[src/rtl/util_pkg.sv]
`default_nettype none
// ============================================================================
// Module      : util_pkg
// Description : Shared types and constants for the display brightness block.
//               Holds the ramp FSM state encoding, the default microsecond
//               prescale and a helper that picks the ramp direction.
// Revision    : 1.0 - initial release
// ============================================================================
package util_pkg;

    localparam int DISP_US_PER_MS = 1000;

    typedef enum logic [1:0] {
        IDLE = 2'd0,
        UP   = 2'd1,
        DOWN = 2'd2
    } bright_state_t;

    // Direction the output has to move to reach the target.
    function automatic bright_state_t bright_dir(input logic [7:0] cur,
                                                 input logic [7:0] tgt);
        bright_state_t dir;
        dir = IDLE;
        if (tgt > cur) begin
            dir = UP;
        end else if (tgt < cur) begin
            dir = DOWN;
        end
        return dir;
    endfunction

endpackage
`default_nettype wire

[src/rtl/disp_tick.sv]
`default_nettype none
// ============================================================================
// Module      : disp_tick
// Description : Ramp timebase. Divides the 1 us pulse down to a 1 ms tick and
//               then counts ms ticks 0..ramp_rate, firing step_tick on the
//               last count.
// Ports       : clk        - system clock, rising edge
//               rst        - synchronous active-high reset
//               tsc_1ppus  - one-cycle pulse per microsecond
//               ramp_rate  - ms per brightness step minus one
//               step_tick  - one-cycle pulse when a brightness step is due
// Revision    : 1.0 - initial release
// ============================================================================
module disp_tick
    import util_pkg::*;
#(
    parameter int US_PER_MS = DISP_US_PER_MS
) (
    input  logic       clk,
    input  logic       rst,
    input  logic       tsc_1ppus,
    input  logic [7:0] ramp_rate,
    output logic       step_tick
);

    localparam int                c_US_W   = (US_PER_MS > 1) ? $clog2(US_PER_MS) : 1;
    localparam logic [c_US_W-1:0] c_US_MAX = c_US_W'(US_PER_MS - 1);
    localparam logic [c_US_W-1:0] c_US_ONE = c_US_W'(1);

    logic [c_US_W-1:0] us_cnt_q;
    logic [c_US_W-1:0] us_cnt_d;
    logic [7:0]        step_cnt_q;
    logic [7:0]        step_cnt_d;
    logic              ms_tick;

    // Microsecond prescaler: ms_tick fires on the pulse that wraps the count.
    always_comb begin
        us_cnt_d = us_cnt_q;
        ms_tick  = 1'b0;
        if (tsc_1ppus) begin
            if (us_cnt_q == c_US_MAX) begin
                us_cnt_d = '0;
                ms_tick  = 1'b1;
            end else begin
                us_cnt_d = us_cnt_q + c_US_ONE;
            end
        end
    end

    // Step counter compares against the live ramp_rate, so a rate change
    // takes effect in the same cycle. A count stranded above a lowered rate
    // is pulled back to zero without producing a step.
    always_comb begin
        step_cnt_d = step_cnt_q;
        step_tick  = 1'b0;
        if (step_cnt_q > ramp_rate) begin
            step_cnt_d = '0;
        end else if (ms_tick) begin
            if (step_cnt_q == ramp_rate) begin
                step_cnt_d = '0;
                step_tick  = 1'b1;
            end else begin
                step_cnt_d = step_cnt_q + 8'd1;
            end
        end
    end

    always_ff @(posedge clk) begin
        if (rst) begin
            us_cnt_q   <= '0;
            step_cnt_q <= '0;
        end else begin
            us_cnt_q   <= us_cnt_d;
            step_cnt_q <= step_cnt_d;
        end
    end

endmodule
`default_nettype wire

[src/rtl/disp_bright.sv]
`default_nettype none
// ============================================================================
// Module      : disp_bright
// Description : Display brightness ramp controller. Selects a day/night/off
//               target and walks disp_pdm toward it one LSB per step_tick,
//               or jumps straight to it when ramp_rate is zero.
// Ports       : clk, rst      - clock and synchronous active-high reset
//               tsc_1ppus     - one-cycle pulse per microsecond
//               disp_en       - 1 = lit, 0 = fade to dark
//               night         - selects night brightness
//               bright_day    - day brightness target
//               bright_night  - night brightness target
//               ramp_rate     - ms per step minus one, 0 = bypass
//               disp_pdm      - brightness to the PDM dimmer
//               ramp_busy     - high while disp_pdm is away from target
// Revision    : 1.0 - initial release
// ============================================================================
module disp_bright
    import util_pkg::*;
#(
    parameter int US_PER_MS = DISP_US_PER_MS
) (
    input  logic       clk,
    input  logic       rst,
    input  logic       tsc_1ppus,
    input  logic       disp_en,
    input  logic       night,
    input  logic [7:0] bright_day,
    input  logic [7:0] bright_night,
    input  logic [7:0] ramp_rate,
    output logic [7:0] disp_pdm,
    output logic       ramp_busy
);

    logic [7:0]    target;
    logic          step_tick;
    bright_state_t state_q;
    bright_state_t state_d;
    logic [7:0]    disp_pdm_q;
    logic [7:0]    disp_pdm_d;

    disp_tick #(
        .US_PER_MS (US_PER_MS)
    ) u_disp_tick (
        .clk       (clk),
        .rst       (rst),
        .tsc_1ppus (tsc_1ppus),
        .ramp_rate (ramp_rate),
        .step_tick (step_tick)
    );

    always_comb begin
        target = 8'd0;
        if (disp_en) begin
            target = night ? bright_night : bright_day;
        end
    end

    // The step direction comes from the live comparison rather than the
    // registered state, so a target crossing mid-ramp reverses on the very
    // next step with no stray step in the old direction. Stepping only while
    // strictly below/above target keeps the value inside 0..255.
    always_comb begin
        state_d    = bright_dir(disp_pdm_q, target);
        disp_pdm_d = disp_pdm_q;
        if (ramp_rate == 8'd0) begin
            disp_pdm_d = target;
        end else if (step_tick) begin
            case (state_d)
                UP:      disp_pdm_d = disp_pdm_q + 8'd1;
                DOWN:    disp_pdm_d = disp_pdm_q - 8'd1;
                default: disp_pdm_d = disp_pdm_q;
            endcase
        end
    end

    always_ff @(posedge clk) begin
        if (rst) begin
            state_q    <= IDLE;
            disp_pdm_q <= 8'd0;
        end else begin
            state_q    <= state_d;
            disp_pdm_q <= disp_pdm_d;
        end
    end

    // The registered state is the busy flag: it rises the cycle after a
    // mismatch is seen and drops the cycle after disp_pdm lands on target.
    assign disp_pdm  = disp_pdm_q;
    assign ramp_busy = (state_q != IDLE);

endmodule
`default_nettype wire

[config.mk]
export PLATFORM = sky130hd
export DESIGN_NAME = disp_bright
export DESIGN_NICKNAME = d
export VERILOG_FILES = /design/src/rtl/util_pkg.sv /design/src/rtl/disp_tick.sv /design/src/rtl/disp_bright.sv
export SDC_FILE = /design/constraint.sdc
export NUM_CORES = 1
export LEC_CHECK = 0
export BUFFER_PORTS_ARGS = -buffer_cell sky130_fd_sc_hd__buf_2
export CAP_MARGIN = 10
export CORE_MARGIN = 2
export CORE_UTILIZATION = 25
export DETAILED_ROUTE_END_ITERATION = 16
export SYNTH_ARGS = -nofsm -noshare
export SYNTH_HDL_FRONTEND = slang
export SYNTH_SLANG_ARGS = --single-unit
[constraint.sdc]
create_clock -name clk -period 4.9 [get_ports clk]
set_input_delay 0.98 -clock clk [delete_from_list [all_inputs] [get_ports clk]]
set_output_delay 0.98 -clock clk [all_outputs]
set_load 0.01 [all_outputs]
==> results of run 1 <==
routing by layer:
layer | global-route usage | wire [um]
met1 | 0.157 | 2290
met2 | 0.178 | 2070
met3 | 0.0233 | 348
met4 | 0.0254 | 30
met5 | 0 | 0
power by group:
part	total (W)	switching (W)	internal (W)
clock	0.000183	0.0000736	0.000109
combinational	0.0000953	0.0000520	0.0000434
sequential	0.000234	0.00000235	0.000231
total	0.000512	0.000128	0.000384
stage by stage:
step                      hold slack (ps)  total power (W)  setup WS, ps  cells
after CTS                             527         0.000521           471    379
after global routing                  557         0.000543           214    379
after floorplan                       472         0.000305           410    242
after global placement                486         0.000332           379    375
final                                 516         0.000512           473    379
after detailed placement              497         0.000335           190    375
cell type report:
cell class                      count  area, um^2
Tap cell                          102         128
Inverter                           20        75.1
Fill cell                         827        5420
Clock inverter                      1        30.0
Clock buffer                        3        41.3
Timing Repair Buffer               37         185
Multi-Input combinational cell    188        1370
Sequential cell                    28         561
state kept, by name (all words and copies together) (netlist names):
signal,flops
u_disp_tick.step_cnt_q,8
disp_pdm,8
u_disp_tick.us_cnt_q,10
state_q,2
logic make-up (layout without fill, tap and decap cells):
group / after synthesis / in the layout / share of synthesized area
fa+ha+maj: 25 / 25 / 0.157
compound gates: 35 / 35 / 0.122
flops: 28 / 28 / 0.275
buf+inv: 26 / 61 / 0.0528
xor+xnor: 20 / 20 / 0.0860
mux: 15 / 15 / 0.0743
simple gates: 93 / 93 / 0.232
Yosys cell counts (2+ instances only):
cell type	count
o21ai_0	4
mux2i_1	14
a21oi_1	10
xnor2_1	7
a21o_1	2
buf_2	2
ha_1	24
xor2_1	13
nand4_1	8
a311oi_1	2
nand2_1	16
or2_2	2
nor2_1	33
and3_1	2
nor2b_1	10
nor4_1	2
clkbuf_1	3
and4_1	2
nand3_1	3
nor3_1	5
o21a_1	4
dfxtp_1	28
and3_2	3
a211oi_1	5
inv_1	20
final timing paths:
check / end / cells after the start / from
max: disp_pdm[7] / 15 / night
min: u_disp_tick.us_cnt_q[9] / 2 / u_disp_tick.us_cnt_q[9]
max reg2reg: disp_pdm[7] / 14 / disp_pdm[1]
min reg2reg: u_disp_tick.us_cnt_q[9] / 2 / u_disp_tick.us_cnt_q[9]
worst register-to-register path: stages (launching register included):
cell	delay [ps]
dfxtp_1	400
inv_1	110
ha_1	320
nand2b_1	70
a21oi_1	110
o21ba_2	250
or2_2	310
inv_1	200
ha_1	280
a21oi_1	180
o211ai_1	140
o41ai_1	360
nor3_1	110
or4_1	480
a311oi_1	280
==> flow_summary.yaml, run 1 <==
status:
  outcome: "completed"
sta:
  fmax_ghz: 0.226
  min_period_over_period: 0.903
  finalMaxSlewViolations: 0
  slew_headroom: 0.635
  fin_worst_skew_ps: 3.79
  hold_viol_final: 0
  rsz0062_at_grt: "no"
  final-setup-viol-count: 0
  setup-tns-final_ps: 0
  period_minus_slack_ps: 4430
  worstMarginPinSlew_ps: 543
floorplanning:
  die_h_um: 94.3
  die_w_um: 94.3
  ioPinCount: 38
  rows: 32
  core_area_um2: 7810
  die_area_um2: 8890
  start_util: 0.261
routing:
  wl_per_cell_um: 12.5
  vias_per_cell: 4.64
  vias: 1759
  drt-total-wl_mm: 4.74
  drc: 0
  dr.pass1.iters: 4
  ant_nets: 0
  drt_iter0_drc: 72
clock_network:
  cts_tree: "done"
  post_cts_buffers: 0
  cts.hold.buffers_added: 0
  htree_levels: 1
  root_buffer: "clkbuf_8"
  numCtsBuffers: 3
  cts_resized: 0
  cts_sinks: 28
  clkLatencyLatePin_ps: 270
  clkTransAtPathRegs_ps: 100
  cts_buffer_depth: 2
placement:
  port_buffers: 37
  place_hpwl_mm: 3.87
  place_congestion: 0.826
  place_area_um2: 2320
worst_setup_path:
  crit_family: "compound AO/OA/AOI/OAI gates"
  crit_arrival_ps: 4610
  criticalPathCategory: "primary input to flip-flop"
  slowest_stage: "or4_1"
  worstPathCellList: "buf_2 > mux2i_1 > nor2b_1 > ha_1 > a21o_1 > o21ba_2 > or2_2 > inv_1 > ha_1 > a21oi_1 > o211ai_1 > o41ai_1 > nor3_1 > or4_1 > a311oi_1"
  worstSetupEndpointType: "flip-flop"
  cp-start-kind: "primary input"
  max_stage_delay_ps: 480
  r2r_slack_ps: 1220
  crit_fanout: 8
  required_ps: 5080
  worst_path_most_repeated_cell: "ha_1"
  crit_buf_inv: 2
synth:
  synth_area_leaders: "dfxtp_1 (28%), ha_1 (15%), mux2i_1 (6.9%)"
  syn_area_um2: 2040
  ys_ff_latch: 28
  yosysSeqAreaShare: 0.275
  synth.avg_cell_area_um2: 8.42
  ys.flop_type: "dfxtp_1"
  synth_cell_types: 43
  yosysTopAreaCellShare: 0.275
  yosys_warnings: 0
  synth_nets: 296
  async_flop_share: 0
  postSynthCellCount: 242
  synth.largest_area_cell: "dfxtp_1"
  synth_edf_count: 0
cells_and_area:
  final_area_um2: 2390
  drive_gt1_frac: 0.184
  fin_nets: 332
  final_cell_mix: "buf_2 (37), nor2_1 (33), dfxtp_1 (28)"
  antenna_cells: 0
  utilization: 0.306
  syn2layout_area_growth_pct: 17.3
  final_common_cell: "buf_2"
power_and_ir_drop:
  power_leakage_nw: 1.04
  ir_drop_uv: 158
  p_per_area_nw_per_um2: 214
hold_path:
  min_path_type: "flip-flop to flip-flop"
grt:
  antenna_found_initial: 0
  grt_pass1_vias: 1699
  grt_overflow: 0
  grt.total_usage: 0.112
  grt_max_degree: 17
  grt_pass1_wl_mm: 7.91
run:
  maxCapViolCount: 0
Note: power is estimated with default switching activity, not from simulation.
==> inputs of run 2 (changes only) <==
RECOVER_POWER = 50   (was not set)
==> run 2 against run 1 <==
Effect of this change: clock skew barely moved; clock power barely moved; sequential share of layout area rose by 0.12 points; clock-buffer cell count did not move; combinational power fell by 0.6%; die area did not move; power fell by 0.13%; setup slack barely moved; maximum frequency barely moved; first-iteration DRC count fell by 1.4%.
==> flow_summary.yaml, run 2 (synthesis gave the netlist of run 1 again) <==
status:
  outcome: "completed"
grt:
  grt_overflow: 0
  grt-busiest-layer: "met2"
  use_met2: 0.178
  gr-usage-met3: 0.0233
  antenna_found_initial: 0
  grt.total_usage: 0.112
  grt_max_degree: 17
  grt_pass1_wl_mm: 7.91
  grt_pass1_vias: 1699
  global_route.usage.met1: 0.157
placement:
  port_buffers: 37
  place_hpwl_mm: 3.87
  place_area_um2: 2320
  place_ws_ps: 190
  place_congestion: 0.826
clock_network:
  post_cts_buffers: 0
  root_buffer: "clkbuf_8"
  cts_resized: 0
  clkTransAtPathRegs_ps: 100
  clkLatencyLatePin_ps: 270
  cts.hold.buffers_added: 0
  cts_tree: "done"
  cts_sinks: 28
  numCtsBuffers: 3
  cts_buffer_depth: 2
  htree_levels: 1
cells_and_area:
  utilization: 0.304
  syn2layout_area_growth_pct: 16.6
  antenna_cells: 0
  final_area_um2: 2380
  fin_nets: 332
  final_common_cell: "nor2_1"
  filler_cell_count: 831
  largest-register: "u_disp_tick.us_cnt_q"
  largest_register_ffs: 10
  final_cell_mix: "nor2_1 (33), dfxtp_1 (28), buf_2 (27)"
  drive_gt1_frac: 0.148
sta:
  worst_slack_ps: 473
  worstMarginPinSlew_ps: 540
  hold_viol_final: 0
  fin_worst_skew_ps: 3.85
  finalMaxSlewViolations: 0
  setup-tns-final_ps: 0
  slew_headroom: 0.637
  final-setup-viol-count: 0
  fmax_ghz: 0.226
  min_period_over_period: 0.903
  period_minus_slack_ps: 4430
  rsz0062_at_grt: "no"
worst_setup_path:
  crit_family: "compound AO/OA/AOI/OAI gates"
  crit_arrival_ps: 4610
  worst_path_most_repeated_cell: "ha_1"
  criticalPathCategory: "primary input to flip-flop"
  crit_fanout: 8
  cp.depth: 15
  slowest_stage: "or4_1"
  worstSetupEndpointType: "flip-flop"
  cp-start-kind: "primary input"
  max_stage_delay_ps: 480
  crit_buf_inv: 2
  rr_worst_depth: 14
  r2r_slack_ps: 1220
  worstPathCellList: "buf_2 > mux2i_1 > nor2b_1 > ha_1 > a21o_1 > o21ba_2 > or2_2 > inv_1 > ha_1 > a21oi_1 > o211ai_1 > o41ai_1 > nor3_1 > or4_1 > a311oi_1"
  required_ps: 5080
power_and_ir_drop:
  power_leakage_nw: 0.998
  p_per_area_nw_per_um2: 215
  ir_drop_uv: 158
routing:
  wl_per_cell_um: 12.5
  dr.pass1.iters: 4
  drc: 0
  ant_nets: 0
  vias_per_cell: 4.63
  drt_iter0_drc: 71
  drt-total-wl_mm: 4.74
  vias: 1755
floorplanning:
  core_area_um2: 7810
  ioPinCount: 38
  start_util: 0.261
  rows: 32
  die_w_um: 94.3
  die_area_um2: 8890
  die_h_um: 94.3
run:
  maxCapViolCount: 0
hold_path:
  min_path_type: "flip-flop to flip-flop"
  hold_depth: 2
[run 2: cell count changes in the layout (fill, tap and decap cells not counted)]
cell / previous run / this run
or2_1: 1 / 0
or2_0: 0 / 1
clkbuf_1: 0 / 10
buf_2: 37 / 27
[run 2: worst paths after layout]
check / startpoint / end
min: u_disp_tick.us_cnt_q[9] / u_disp_tick.us_cnt_q[9]
max: night / disp_pdm[7]
min reg2reg: u_disp_tick.us_cnt_q[9] / u_disp_tick.us_cnt_q[9]
max reg2reg: disp_pdm[1] / disp_pdm[7]
[run 2: cell type report]
| class | count | area (um^2) | share of cell area |
|---|---|---|---|
| Multi-Input combinational cell | 188 | 1370 | 0.576 |
| Sequential cell | 28 | 561 | 0.236 |
| Timing Repair Buffer | 37 | 173 | 0.0727 |
| Tap cell | 102 | 128 | 0.0537 |
| Inverter | 20 | 75.1 | 0.0316 |
| Clock buffer | 3 | 41.3 | 0.0174 |
| Clock inverter | 1 | 30.0 | 0.0126 |
[run 2: routing by layer]
layer | routed length (um) | vias up
met4 | 30 | 0
met1 | 2310 | 801
met5 | 0 | -
li1 | - | 913
met2 | 2070 | 39
met3 | 326 | 2
[run 2: where the power goes]
group | switching, W | total (W) | internal (W)
logic | 0.0000520 | 0.0000947 | 0.0000427
clock network | 0.0000736 | 0.000183 | 0.000109
registers | 0.00000235 | 0.000234 | 0.000231
[run 2: worst register-to-register path, cell delays in order, from the launching register on]
cell	delay, ps
dfxtp_1	400
inv_1	110
ha_1	320
nand2b_1	70
a21oi_1	110
o21ba_2	250
or2_2	310
inv_1	200
ha_1	280
a21oi_1	180
o211ai_1	140
o41ai_1	360
nor3_1	110
or4_1	480
a311oi_1	280
[run 2: metrics by stage]
step / power (W) / hold slack (ps) / cells
final: 0.000511 / 516 / 379
after global routing: 0.000542 / 557 / 379
after CTS: 0.000521 / 527 / 379
after detailed placement: 0.000335 / 497 / 375
after global placement: 0.000332 / 486 / 375
after floorplan: 0.000305 / 472 / 242
